**config.mk**
```make
export PLATFORM = sky130hd
export DESIGN_NAME = spi_slave
export DESIGN_NICKNAME = d
export VERILOG_FILES = /design/src/rtl/spi_slave_pkg.sv /design/src/rtl/spi_miso_shifter.sv /design/src/rtl/spi_slave.sv
export SDC_FILE = /design/constraint.sdc
export NUM_CORES = 1
export LEC_CHECK = 0
export BUFFER_PORTS_ARGS = -buffer_cell sky130_fd_sc_hd__buf_2
export CAP_MARGIN = 20
export CORE_ASPECT_RATIO = 1.1
export CORE_MARGIN = 8
export CORE_UTILIZATION = 30
export DETAILED_ROUTE_END_ITERATION = 8
export SYNTH_ARGS = -nofsm -noshare
export SYNTH_HDL_FRONTEND = slang
export SYNTH_HIERARCHICAL = 1
export SYNTH_SLANG_ARGS = --single-unit
```
**constraint.sdc**
```tcl
create_clock -name clk -period 5.2 [get_ports clk]
set_input_delay 0.52 -clock clk [delete_from_list [all_inputs] [get_ports clk]]
set_output_delay 0.52 -clock clk [all_outputs]
set_load 0.005 [all_outputs]
```
**src/rtl/spi_slave_pkg.sv**
```systemverilog
// Shared types and constants for the SPI slave: frame geometry, command codes,
// FSM state encoding and the command/state consistency check.
package spi_slave_pkg;

    localparam int FRAME_W = 10;
    localparam int DATA_W  = 8;
    localparam int CNT_W   = $clog2(FRAME_W + 1);

    localparam logic [1:0] CMD_WR_ADDR = 2'b00;
    localparam logic [1:0] CMD_WR_DATA = 2'b01;
    localparam logic [1:0] CMD_RD_ADDR = 2'b10;
    localparam logic [1:0] CMD_RD_DATA = 2'b11;

    typedef enum logic [2:0] {
        IDLE,
        CHK_CMD,
        WRITE,
        READ_ADD,
        READ_DATA
    } state_e;

    // True when a completed word's command field is legal for the state that received it.
    function automatic logic cmd_matches(input state_e st, input logic [1:0] cmd);
        case (st)
            WRITE:     return (cmd == CMD_WR_ADDR) || (cmd == CMD_WR_DATA);
            READ_ADD:  return cmd == CMD_RD_ADDR;
            READ_DATA: return cmd == CMD_RD_DATA;
            default:   return 1'b0;
        endcase
    endfunction

endpackage

```
**src/rtl/spi_miso_shifter.sv**
```systemverilog
// MISO shift-out: loads one read byte and presents it MSB first, one bit per clk.
// An abort clears it at once; MISO is 0 whenever no byte is being shifted.
module spi_miso_shifter
    import spi_slave_pkg::*;
(
    input  logic              clk,
    input  logic              rst_n,
    input  logic              load,
    input  logic              abort,
    input  logic [DATA_W-1:0] load_data,
    output logic              miso
);

    localparam int SH_CNT_W = $clog2(DATA_W + 1);

    logic [DATA_W-1:0]   sr_q, sr_d;
    logic [SH_CNT_W-1:0] cnt_q, cnt_d;

    always_comb begin
        sr_d  = sr_q;
        cnt_d = cnt_q;
        if (abort) begin
            sr_d  = '0;
            cnt_d = '0;
        end else if (load) begin
            sr_d  = load_data;
            cnt_d = SH_CNT_W'(DATA_W);
        end else if (cnt_q != '0) begin
            sr_d  = {sr_q[DATA_W-2:0], 1'b0};
            cnt_d = cnt_q - 1'b1;
        end
    end

    always_ff @(posedge clk or negedge rst_n) begin
        if (!rst_n) begin
            sr_q  <= '0;
            cnt_q <= '0;
        end else begin
            sr_q  <= sr_d;
            cnt_q <= cnt_d;
        end
    end

    assign miso = (cnt_q != '0) & sr_q[DATA_W-1];

endmodule

```
**src/rtl/spi_slave.sv**
```systemverilog
// SPI slave front end for a small RAM: deserialises 10-bit command words and
// serves read data on MISO. Define SPI_SLAVE_CMD_CHECK_EN to add rx_err command checking.
module spi_slave
    import spi_slave_pkg::*;
#(
    parameter int TX_WAIT_MAX = 15
) (
    input  logic               clk,
    input  logic               rst_n,
    input  logic               SS_n,
    input  logic               MOSI,
    output logic               MISO,
    output logic [FRAME_W-1:0] rx_data,
    output logic               rx_valid,
    input  logic [DATA_W-1:0]  tx_data,
    input  logic               tx_valid
`ifdef SPI_SLAVE_CMD_CHECK_EN
    ,
    output logic               rx_err
`endif
);

    localparam int WAIT_W = (TX_WAIT_MAX > 1) ? $clog2(TX_WAIT_MAX) : 1;

    state_e             state_q, state_d;
    logic [FRAME_W-2:0] shift_q, shift_d;
    logic [CNT_W-1:0]   bit_cnt_q, bit_cnt_d;
    logic [FRAME_W-1:0] rx_data_q, rx_data_d;
    logic               rx_valid_q, rx_valid_d;
    logic               addr_rcvd_q, addr_rcvd_d;
    logic               wait_q, wait_d;
    logic [WAIT_W-1:0]  wait_cnt_q, wait_cnt_d;
    logic [FRAME_W-1:0] word;
    logic               word_done, word_ok;
    logic               sh_load, sh_abort;

    always_ff @(posedge clk or negedge rst_n) begin
        if (!rst_n) state_q <= IDLE;
        else        state_q <= state_d;
    end

    always_comb begin
        state_d = state_q;
        case (state_q)
            IDLE:    if (!SS_n) state_d = CHK_CMD;
            CHK_CMD: begin
                if (SS_n)             state_d = IDLE;
                else if (!MOSI)       state_d = WRITE;
                else if (addr_rcvd_q) state_d = READ_DATA;
                else                  state_d = READ_ADD;
            end
            WRITE, READ_ADD, READ_DATA: if (SS_n) state_d = IDLE;
            default: state_d = IDLE;
        endcase
    end

    // The final bit is taken straight from MOSI so the word can complete on the edge SS_n rises.
    assign word      = {shift_q, MOSI};
    assign word_done = (state_q == WRITE || state_q == READ_ADD || state_q == READ_DATA)
                       && (bit_cnt_q == CNT_W'(FRAME_W - 1));
`ifdef SPI_SLAVE_CMD_CHECK_EN
    assign word_ok   = cmd_matches(state_q, word[FRAME_W-1:FRAME_W-2]);
`else
    assign word_ok   = 1'b1;
`endif

    // NOTE: every signal assigned below gets a default first, so no latch can be inferred.
    always_comb begin
        shift_d     = shift_q;
        bit_cnt_d   = bit_cnt_q;
        rx_data_d   = rx_data_q;
        rx_valid_d  = 1'b0;
        addr_rcvd_d = addr_rcvd_q;
        wait_d      = wait_q;
        wait_cnt_d  = wait_cnt_q;
        sh_load     = 1'b0;
        sh_abort    = 1'b0;
        case (state_q)
            IDLE: begin
                bit_cnt_d = '0;
                wait_d    = 1'b0;
            end
            CHK_CMD: if (!SS_n) begin
                shift_d   = {{(FRAME_W-2){1'b0}}, MOSI};
                bit_cnt_d = CNT_W'(1);
            end
            WRITE, READ_ADD, READ_DATA: begin
                if (bit_cnt_q < CNT_W'(FRAME_W)) begin
                    shift_d   = word[FRAME_W-2:0];
                    bit_cnt_d = bit_cnt_q + 1'b1;
                end
                if (word_done && word_ok) begin
                    rx_data_d  = word;
                    rx_valid_d = 1'b1;
                    if (state_q == READ_ADD) addr_rcvd_d = 1'b1;
                    if (state_q == READ_DATA) begin
                        addr_rcvd_d = 1'b0;
                        wait_d      = 1'b1;
                        wait_cnt_d  = '0;
                    end
                end
                if (wait_q) begin
                    if (tx_valid) begin
                        sh_load = 1'b1;
                        wait_d  = 1'b0;
                    end else if (wait_cnt_q == WAIT_W'(TX_WAIT_MAX - 1)) begin
                        wait_d = 1'b0;
                    end else begin
                        wait_cnt_d = wait_cnt_q + 1'b1;
                    end
                end
                // Frame end wins over everything except a word completing on this edge.
                if (SS_n) begin
                    wait_d   = 1'b0;
                    sh_abort = 1'b1;
                end
            end
            default: ;
        endcase
    end

    // NOTE: sequential state uses non-blocking assignments so every flop samples pre-edge values.
    always_ff @(posedge clk or negedge rst_n) begin
        if (!rst_n) begin
            shift_q     <= '0;
            bit_cnt_q   <= '0;
            rx_data_q   <= '0;
            rx_valid_q  <= 1'b0;
            addr_rcvd_q <= 1'b0;
            wait_q      <= 1'b0;
            wait_cnt_q  <= '0;
        end else begin
            shift_q     <= shift_d;
            bit_cnt_q   <= bit_cnt_d;
            rx_data_q   <= rx_data_d;
            rx_valid_q  <= rx_valid_d;
            addr_rcvd_q <= addr_rcvd_d;
            wait_q      <= wait_d;
            wait_cnt_q  <= wait_cnt_d;
        end
    end

`ifdef SPI_SLAVE_CMD_CHECK_EN
    logic rx_err_q;

    always_ff @(posedge clk or negedge rst_n) begin
        if (!rst_n) rx_err_q <= 1'b0;
        else        rx_err_q <= word_done & ~word_ok;
    end

    assign rx_err = rx_err_q;
`endif

    assign rx_data  = rx_data_q;
    assign rx_valid = rx_valid_q;

    spi_miso_shifter u_miso_shifter (
        .clk       (clk),
        .rst_n     (rst_n),
        .load      (sh_load),
        .abort     (sh_abort),
        .load_data (tx_data),
        .miso      (MISO)
    );

endmodule

```
* After elaboration in Yosys (flattened, before gate mapping)
Cells that the tools add are included.
** Cells by class
- $add $sub $neg :: 3
- Muxes and demuxes :: 39
- Equal/unequal tests :: 10
- $lt $le $gt $ge :: 1
- Bitwise operators :: 1
- Reduce and logical (&&, ||, !) cells :: 16
** Operators with widths (number)
- $mux 4 :: 10
- $mux 8 :: 3
- $mux 9 :: 2
- $pmux 9 s2 :: 1
- $mux 1 :: 15
- $mux 3 :: 5
- $pmux 4 s3 :: 1
- $pmux 3 s3 :: 1
- $reduce_and 3->1 :: 3
- $add 4x1->4 const B :: 2
- $eq 4x4->1 const B :: 2
- $ne 2x2->1 const B :: 4
- $eq 3x2->1 const B :: 2
- $reduce_bool 2->1 :: 3
- $reduce_bool 3->1 :: 2
- $lt 4x4->1 const B :: 1
- $reduce_and 2->1 :: 2
- $reduce_bool 4->1 :: 1
- $sub 4x1->4 const B :: 1
- $eq 3x1->1 const B :: 1
- $eq 3x3->1 const B :: 1
- $logic_not 3->1 :: 1
- $reduce_or 3->1 :: 1
- $logic_or 1x1->1 :: 2
- other kinds (3) :: 3
** Word-level totals
- Logic and storage cells :: 80
- Output and inout port bits :: 12
- Bits of input ports :: 13
- Register bits :: 45

* Longest topological paths before layout
Gate-level depths: netlist of the first run.
- Depth after elaboration :: 10
- Depth in mapped cells :: 8
- Depth with buffers taken out :: 6

* By module
The synthesis of the first run kept the hierarchy.
** By module, submodules not included
- spi_slave :: instances 1, sequential area each 825.8 um2, area an instance 1572.8 um2, cells an instance 145
- spi_miso_shifter :: instances 1, sequential area each 300.3 um2, area an instance 631.9 um2, cells an instance 63

* Least setup slack after synthesis of the first run
OpenSTA, ideal clock, no wires.
- Kind :: register -> register
- Start point :: register state_q[0]
- End point :: register u_miso_shifter.sr_q[3]
- Slack :: 3.290 ns
- Data required time :: 5.099 ns
- Clock period less this slack :: 1.910 ns
- Path buffers :: 2
- Setup time :: 0.101 ns
- Cell stages (with the launch flop) :: 8
- Arrival time :: 1.809 ns
- Cell sequence :: dfrtp_1 > or3b_4 > nand2_2 > and3_1 > clkbuf_1 > buf_2 > nor3_1 > nor4_1
** On the way
- Longest elaborated chain between the ends :: 5
- Elaborated cells between the ends (all ways) :: 9
- Those cells by class :: 3 x eq/ne; 4 x mux; 2 x reduce/logical
** Ends and longest elaborated chain
- from (decl) :: line spi_slave.sv:25 : state_e state_q, state_d;
- from (signal assigned) :: line spi_slave.sv:39 : else state_q <= state_d;
- $eq 3x2->1 / $eq 3x3->1 (equally long branches) :: line spi_slave.sv:78 : case (state_q)
- $reduce_or 3->1 (*) :: line spi_slave.sv:78
- $mux 1 (*) :: line spi_slave.sv:78
- via sh_load :: line spi_slave.sv:35 : logic sh_load, sh_abort;
- $mux 8 :: line spi_miso_shifter.sv:25 : end else if (load) begin
- $mux 8 :: line spi_miso_shifter.sv:22 : if (abort) begin
- to (signal assigned) :: line spi_miso_shifter.sv:39 : sr_q <= sr_d;
- to (decl) :: line spi_miso_shifter.sv:16 : logic [DATA_W-1:0] sr_q, sr_d;
The timed path passes the listed nets; every way through them passes the cells marked *.
A chain may end at the register's enable or synchronous reset.

* Worst setup path after layout of the first run
- Start point :: register u_miso_shifter.cnt_q[0]
- End point :: output MISO
** On the way
- Longest elaborated chain between the ends :: 2
** Ends and longest elaborated chain
- from (decl) :: line spi_miso_shifter.sv:17 : logic [SH_CNT_W-1:0] cnt_q, cnt_d;
- from (signal assigned) :: line spi_miso_shifter.sv:40 : cnt_q <= cnt_d;
- $reduce_bool 4->1 :: line spi_miso_shifter.sv:44 : assign miso = (cnt_q != '0) & sr_q[DATA_W-1];
- $and 1x1->1 :: line spi_miso_shifter.sv:44
- to (decl) :: line spi_slave.sv:12 : output logic MISO,
Every way passes these cells.

==> impl_metrics.yaml, run 1 <==
run_status:
  outcome: "completed"
clock_network:
  clk_pin_slew_ns: 0.09
  cts_buffer_depth: 2
  post-cts-setup-buffers: 0
  cts_tree: "yes"
  clkLatencyLatePin_ns: 0.30
  cts.sinks: 45
  cts_inserted_buffers: 5
  ctsResizeCount: 0
  htree_levels: 2
  cts_root_buf: "clkbuf_8"
  ctsHoldBuffers: 0
routing:
  drc: 0
  viasPerCell: 4.86
  wl_per_cell_um: 13.3
  final_antenna_net_count: 0
  wl_mm: 4.21
  vias: 1535
  drtIter0Drc: 69
  first_pass_iters: 4
yosys:
  ys_top_cells_by_area: "dfrtp_1, mux2_4, nor3_1"
  syn_nets: 227
  synth-main-ff-cell: "dfrtp_1"
  synthTopCellsByCount: "dfrtp_1, nand2_1, nor3_1"
  syn_avg_cell_area_um2: 10.6
  ys_warn_count: 6
  post-synth-top-area-fraction_pct: 51.1
  synth_most_common_cell: "dfrtp_1"
  synth-edff-count: 0
  synth_top_cell_by_area: "dfrtp_1"
  yosysSeqAreaShare_pct: 51.1
  syn_inst: 208
  ys_async_sr_fraction_pct: 100
  yosysUniqueCellTypes: 46
  syn_area_um2: 2200
  synth_seq_cells: 45
worst_setup_path:
  cp.required_ns: 4.68
  worst_setup_path_start_kind: "flip-flop"
  endpoint_kind: "output port"
  worstPathMaxFanout: 10
  reg2reg_to: "u_miso_shifter/sr_q[7]"
  reg2reg_depth: 6
  arrival_ns: 1.95
  r2r-start: "state_q[2]"
  worst-r2r-setup-slack_ns: 2.74
  criticalPathCategory: "reg -> out"
timing:
  timing.final.crit_share_pct: 47.5
  skew_ns: 0.00631
  tightest_slew_ns: 0.658
  tns_ns: 0
  rsz0062_at_grt: "false"
  setup_viol: 0
  period_needed_ns: 2.47
  relSlewSlack_pct: 56.1
  maxSlewViolCount: 0
  whs_ns: 0.164
  fmax_ghz: 0.405
  hold_viol: 0
die:
  die_h_um: 106
  die_area_um2: 10400
  start_util_pct: 31.1
  die_w_um: 97.7
  coreArea_um2: 7090
  num_rows: 32
  pin_count: 25
power_and_ir_drop:
  power.density_nw_per_um2: 390
  leakagePower_nw: 1.19
  vdd_drop_max_mv: 0.124
cells_and_area:
  syn2layout_area_growth_pct: 12.3
  nets: 249
  drive_gt1_share_pct: 22.5
  n_fill_cell: 712
  n_antenna_cell: 0
run:
  drv_cap: 0
grt:
  grt_pass1_vias: 1625
  track_usage_pct: 8.93
  overflow: 0
  antenna_found_initial: 0
  grt_pass1_wl_mm: 7.66
  grt_start_max_net_pins: 46
place:
  io_buffers: 24
  gp_congestion: 0.759
  dpl.hpwl_mm: 2.93
min_path:
  hold_path.class: "in -> async"
report_power, final:
group / total (mW) / switching [mW] / internal [mW]
Combinational: 0.258 / 0.136 / 0.123
Clock: 0.224 / 0.128 / 0.0955
Sequential: 0.482 / 0.0585 / 0.424
state kept, by name, summed over array words and instances, names as in the netlist:
register / cells
rx_data: 10
shift_q: 9
u_miso_shifter/sr_q: 8
bit_cnt_q: 4
u_miso_shifter/cnt_q: 4
wait_cnt_q: 4
state_q: 3
addr_rcvd_q: 1
rx_valid: 1
wait_q: 1
worst max-delay path: stages (launching register included):
cell and delay (ns):
dfrtp_1 0.39, inv_1 0.11, ha_1 0.21, or3b_1 0.56
and2_2 0.27, buf_2 0.12
logic make-up (layout without fill, tap and decap cells):
kind of cell,count (synthesis),after routing,synth area share [%]
AO/OA/AOI/OAI,45,45,14.3
XOR/XNOR,2,2,0.795
adder cells (fa/ha/maj),6,6,3.41
buffers and inverters,20,43,4.71
flip-flops,45,45,51.1
multiplexers,12,12,7.60
AND/OR/NAND/NOR,78,78,18.1
per-stage QoR:
stage	power (mW)	instance area, um2	util [%]	instances	worst slack (ns)
after global routing	1.04	2470	34.9	316	2.48
after detailed placement	0.750	2360	33.4	307	2.72
after global placement	0.741	2360	33.4	307	2.82
after floorplan	0.693	2200	-	208	3.29
after CTS	0.978	2450	34.6	315	2.70
final	0.964	2470	34.9	316	2.73
routing by layer:
layer | vias up | track usage, % | routed length (um)
met2 | 21 | 14.6 | 1930
met1 | 734 | 10.3 | 1980
li1 | 775 | - | -
met3 | 5 | 3.13 | 217
met4 | 0 | 4.35 | 83
met5 | - | 0 | 0
cell type report:
cell class / instances / area (um2) / area share (%)
Multi-Input combinational cell: 143 / 975 / 39.4
Tap cell: 85 / 106 / 4.30
Sequential cell: 45 / 1130 / 45.5
Timing Repair Buffer: 25 / 140 / 5.66
Clock inverter: 3 / 21.3 / 0.859
Inverter: 10 / 37.5 / 1.52
Clock buffer: 5 / 68.8 / 2.78
worst max-delay path by stage:
stage | startpoint | to | slack, ns | depth (start not counted)
6_report | u_miso_shifter/cnt_q[0] | MISO | 2.73 | 5
5_1_grt | state_q[2] | u_miso_shifter/sr_q[1] | 2.48 | 6
4_1_cts | u_miso_shifter/cnt_q[0] | MISO | 2.70 | 5
3_5_place_dp | state_q[2] | u_miso_shifter/sr_q[7] | 2.72 | 6
3_3_place_gp | state_q[2] | u_miso_shifter/sr_q[7] | 2.82 | 6
2_1_floorplan | state_q[0] | u_miso_shifter/sr_q[3] | 3.29 | 7
cell usage in the layout (no fill, tap or decap), drive strengths merged, types with 3 or more instances in the layout:
cell / n
dfrtp: 45
o21ai: 13
buf: 25
a21oi: 12
nand2b: 3
nand3: 4
a2111oi: 6
nor3: 17
nor4: 4
nand2: 23
clkbuf: 5
and2: 4
nor2b: 3
a21o: 3
mux2: 11
nor2: 13
inv: 10
o2bb2ai: 3
ha: 6
Note: power is estimated with default switching activity, not from simulation.
==> run 2: changes to the inputs <==
==> constraint.sdc (replaced) <==
create_clock -name clk -period 2.48 [get_ports clk]
set_input_delay 0.248 -clock clk [delete_from_list [all_inputs] [get_ports clk]]
set_output_delay 0.248 -clock clk [all_outputs]
set_load 0.005 [all_outputs]
==> run 2 against run 1 <==
Against the previous run: die area stayed put; combinational power is 110% higher; non-clock buffer count is 4 higher; first-iteration DRC count is 42% lower; via count is 1.5% higher; worst hold slack better by 0.035 ns; worst setup slack worse by 2.5 ns; register-to-register slack worse by 2.5 ns; sequential share of layout area is 0.55 points lower; clock power is 110% higher; routed wire length is 2.2% higher.
==> impl_metrics.yaml, run 2 (synthesis results as in run 1) <==
routing:
  vias: 1558
  wl_mm: 4.30
  viasPerCell: 4.87
  drtIter0Drc: 40
  first_pass_iters: 4
  wl_per_cell_um: 13.4
  drc: 0
  final_antenna_net_count: 0
clock_network:
  post-cts-setup-buffers: 0
  cts_inserted_buffers: 5
  clkLatencyLatePin_ns: 0.30
  cts_tree: "yes"
  clk_pin_slew_ns: 0.09
  htree_levels: 2
  cts_root_buf: "clkbuf_8"
  cts_buffer_depth: 2
  cts.sinks: 45
die:
  die_w_um: 97.7
  start_util_pct: 31.1
  num_rows: 32
  coreArea_um2: 7090
  pin_count: 25
  die_area_um2: 10400
  die_h_um: 106
grt:
  overflow: 0
  antenna_found_initial: 0
  track_usage_pct: 8.52
  grt_pass1_wl_mm: 7.37
  grt_pass1_vias: 1548
  grt_start_max_net_pins: 34
place:
  dpl_cell_area_um2: 2390
  post-place-ws_ns: 0.199
  dpl.hpwl_mm: 3.08
  io_buffers: 24
  gp_congestion: 0.765
timing:
  period_needed_ns: 2.27
  layout_setup_ws_ns: 0.214
  rsz0062_at_grt: "false"
  setup_viol: 0
  maxSlewViolCount: 0
  fmax_ghz: 0.441
  tightest_slew_ns: 0.676
  tns_ns: 0
  relSlewSlack_pct: 54.8
  timing.final.crit_share_pct: 91.4
  hold_viol: 0
  skew_ns: 0.00684
cells_and_area:
  final_common_cell: "dfrtp_1"
  syn2layout_area_growth_pct: 13.6
  n_fill_cell: 712
  largest_reg_flops: 10
  n_antenna_cell: 0
  drive_gt1_share_pct: 23.8
  nets: 253
  final_area_um2: 2500
  layout_common_cells: "dfrtp_1, buf_2, nand2_1"
worst_setup_path:
  endpoint_kind: "flip-flop"
  r2r-start: "state_q[2]"
  worst-r2r-setup-slack_ns: 0.21
  worstPathMaxFanout: 12
  worst_setup_path_start_kind: "flip-flop"
  criticalPathCategory: "reg -> reg"
  reg2reg_to: "u_miso_shifter/sr_q[7]"
  cp.required_ns: 2.64
  reg2reg_depth: 6
  arrival_ns: 2.43
power_and_ir_drop:
  power.density_nw_per_um2: 810
  leakagePower_nw: 1.22
  vdd_drop_max_mv: 0.189
min_path:
  worstHoldStart: "tx_data[3]"
  min_path_cells: 3
  hold_path.class: "in -> reg"
  min_to: "u_miso_shifter/sr_q[3]"
run_status:
  outcome: "completed"
run:
  drv_cap: 0
[run 2: cell count changes in the layout (fill, tap and decap cells not counted)]
| cell | change |
|---|---|
| inv_6 | -1 |
| buf_12 | -1 |
| clkinv_4 | +1 |
| clkbuf_8 | +1 |
| buf_4 | +4 |
| clkinv_1 | -1 |
| dlygate4sd3_1 | +1 |
[run 2: worst max-delay path by stage]
stage | end | slack [ns] | cells after the start | startpoint
floorplan | u_miso_shifter/sr_q[3] | 0.57 | 7 | state_q[0]
global placement | u_miso_shifter/sr_q[2] | 0.28 | 6 | state_q[2]
detailed placement | u_miso_shifter/sr_q[7] | 0.20 | 6 | state_q[2]
CTS | u_miso_shifter/sr_q[7] | 0.20 | 6 | state_q[2]
global route | u_miso_shifter/sr_q[7] | 0.0009 | 6 | state_q[2]
finish | u_miso_shifter/sr_q[7] | 0.21 | 6 | state_q[2]
[run 2: worst max-delay path, cell delays in order (launching register included)]
cell and delay [ns]:
dfrtp_1 0.51, or3b_4 0.45, nand2_2 0.11, and3_1 0.47, clkinvlp_4 0.33, nor2_1 0.19, a2111oi_2 0.06
[run 2: layout make-up]
type / instances / area, um2 / area share, %
Sequential cell: 45 / 1130 / 45.0
Multi-Input combinational cell: 143 / 975 / 38.9
Timing Repair Buffer: 29 / 160 / 6.39
Tap cell: 85 / 106 / 4.25
Clock buffer: 6 / 82.6 / 3.30
Inverter: 10 / 41.3 / 1.65
Clock inverter: 2 / 13.8 / 0.549
[run 2: repair_timing]
action,4_1_cts,5_1_grt
endpoints found under the setup margin,0,2
hold endpoints to repair,12,0
hold buffers,1,0
resized for setup,0,1
[run 2: power by group]
part           switching (mW)  internal, mW
registers               0.120         0.889
logic                   0.287         0.258
clock network           0.249         0.226
total                   0.656          1.37
[run 2: per-layer routing]
| layer | wire length [um] | track usage (%) | part of all wire (%) |
|---|---|---|---|
| met5 | 0 | 0 | 0 |
| met4 | 76 | 4.35 | 1.8 |
| met3 | 181 | 2.22 | 4.2 |
| met2 | 2040 | 13.8 | 47 |
| met1 | 2010 | 10.2 | 47 |
[run 2: per-stage QoR]
step | power [mW] | utilization (%) | hold slack (ns) | cells
detailed placement | 1.58 | 33.8 | 0.162 | 311
global route | 2.17 | 35.3 | 0.202 | 320
finish | 2.03 | 35.3 | 0.199 | 320
CTS | 2.06 | 35.3 | 0.190 | 320
floorplan | 1.45 | - | -0.0476 | 208
global placement | 1.56 | 33.8 | 0.159 | 311
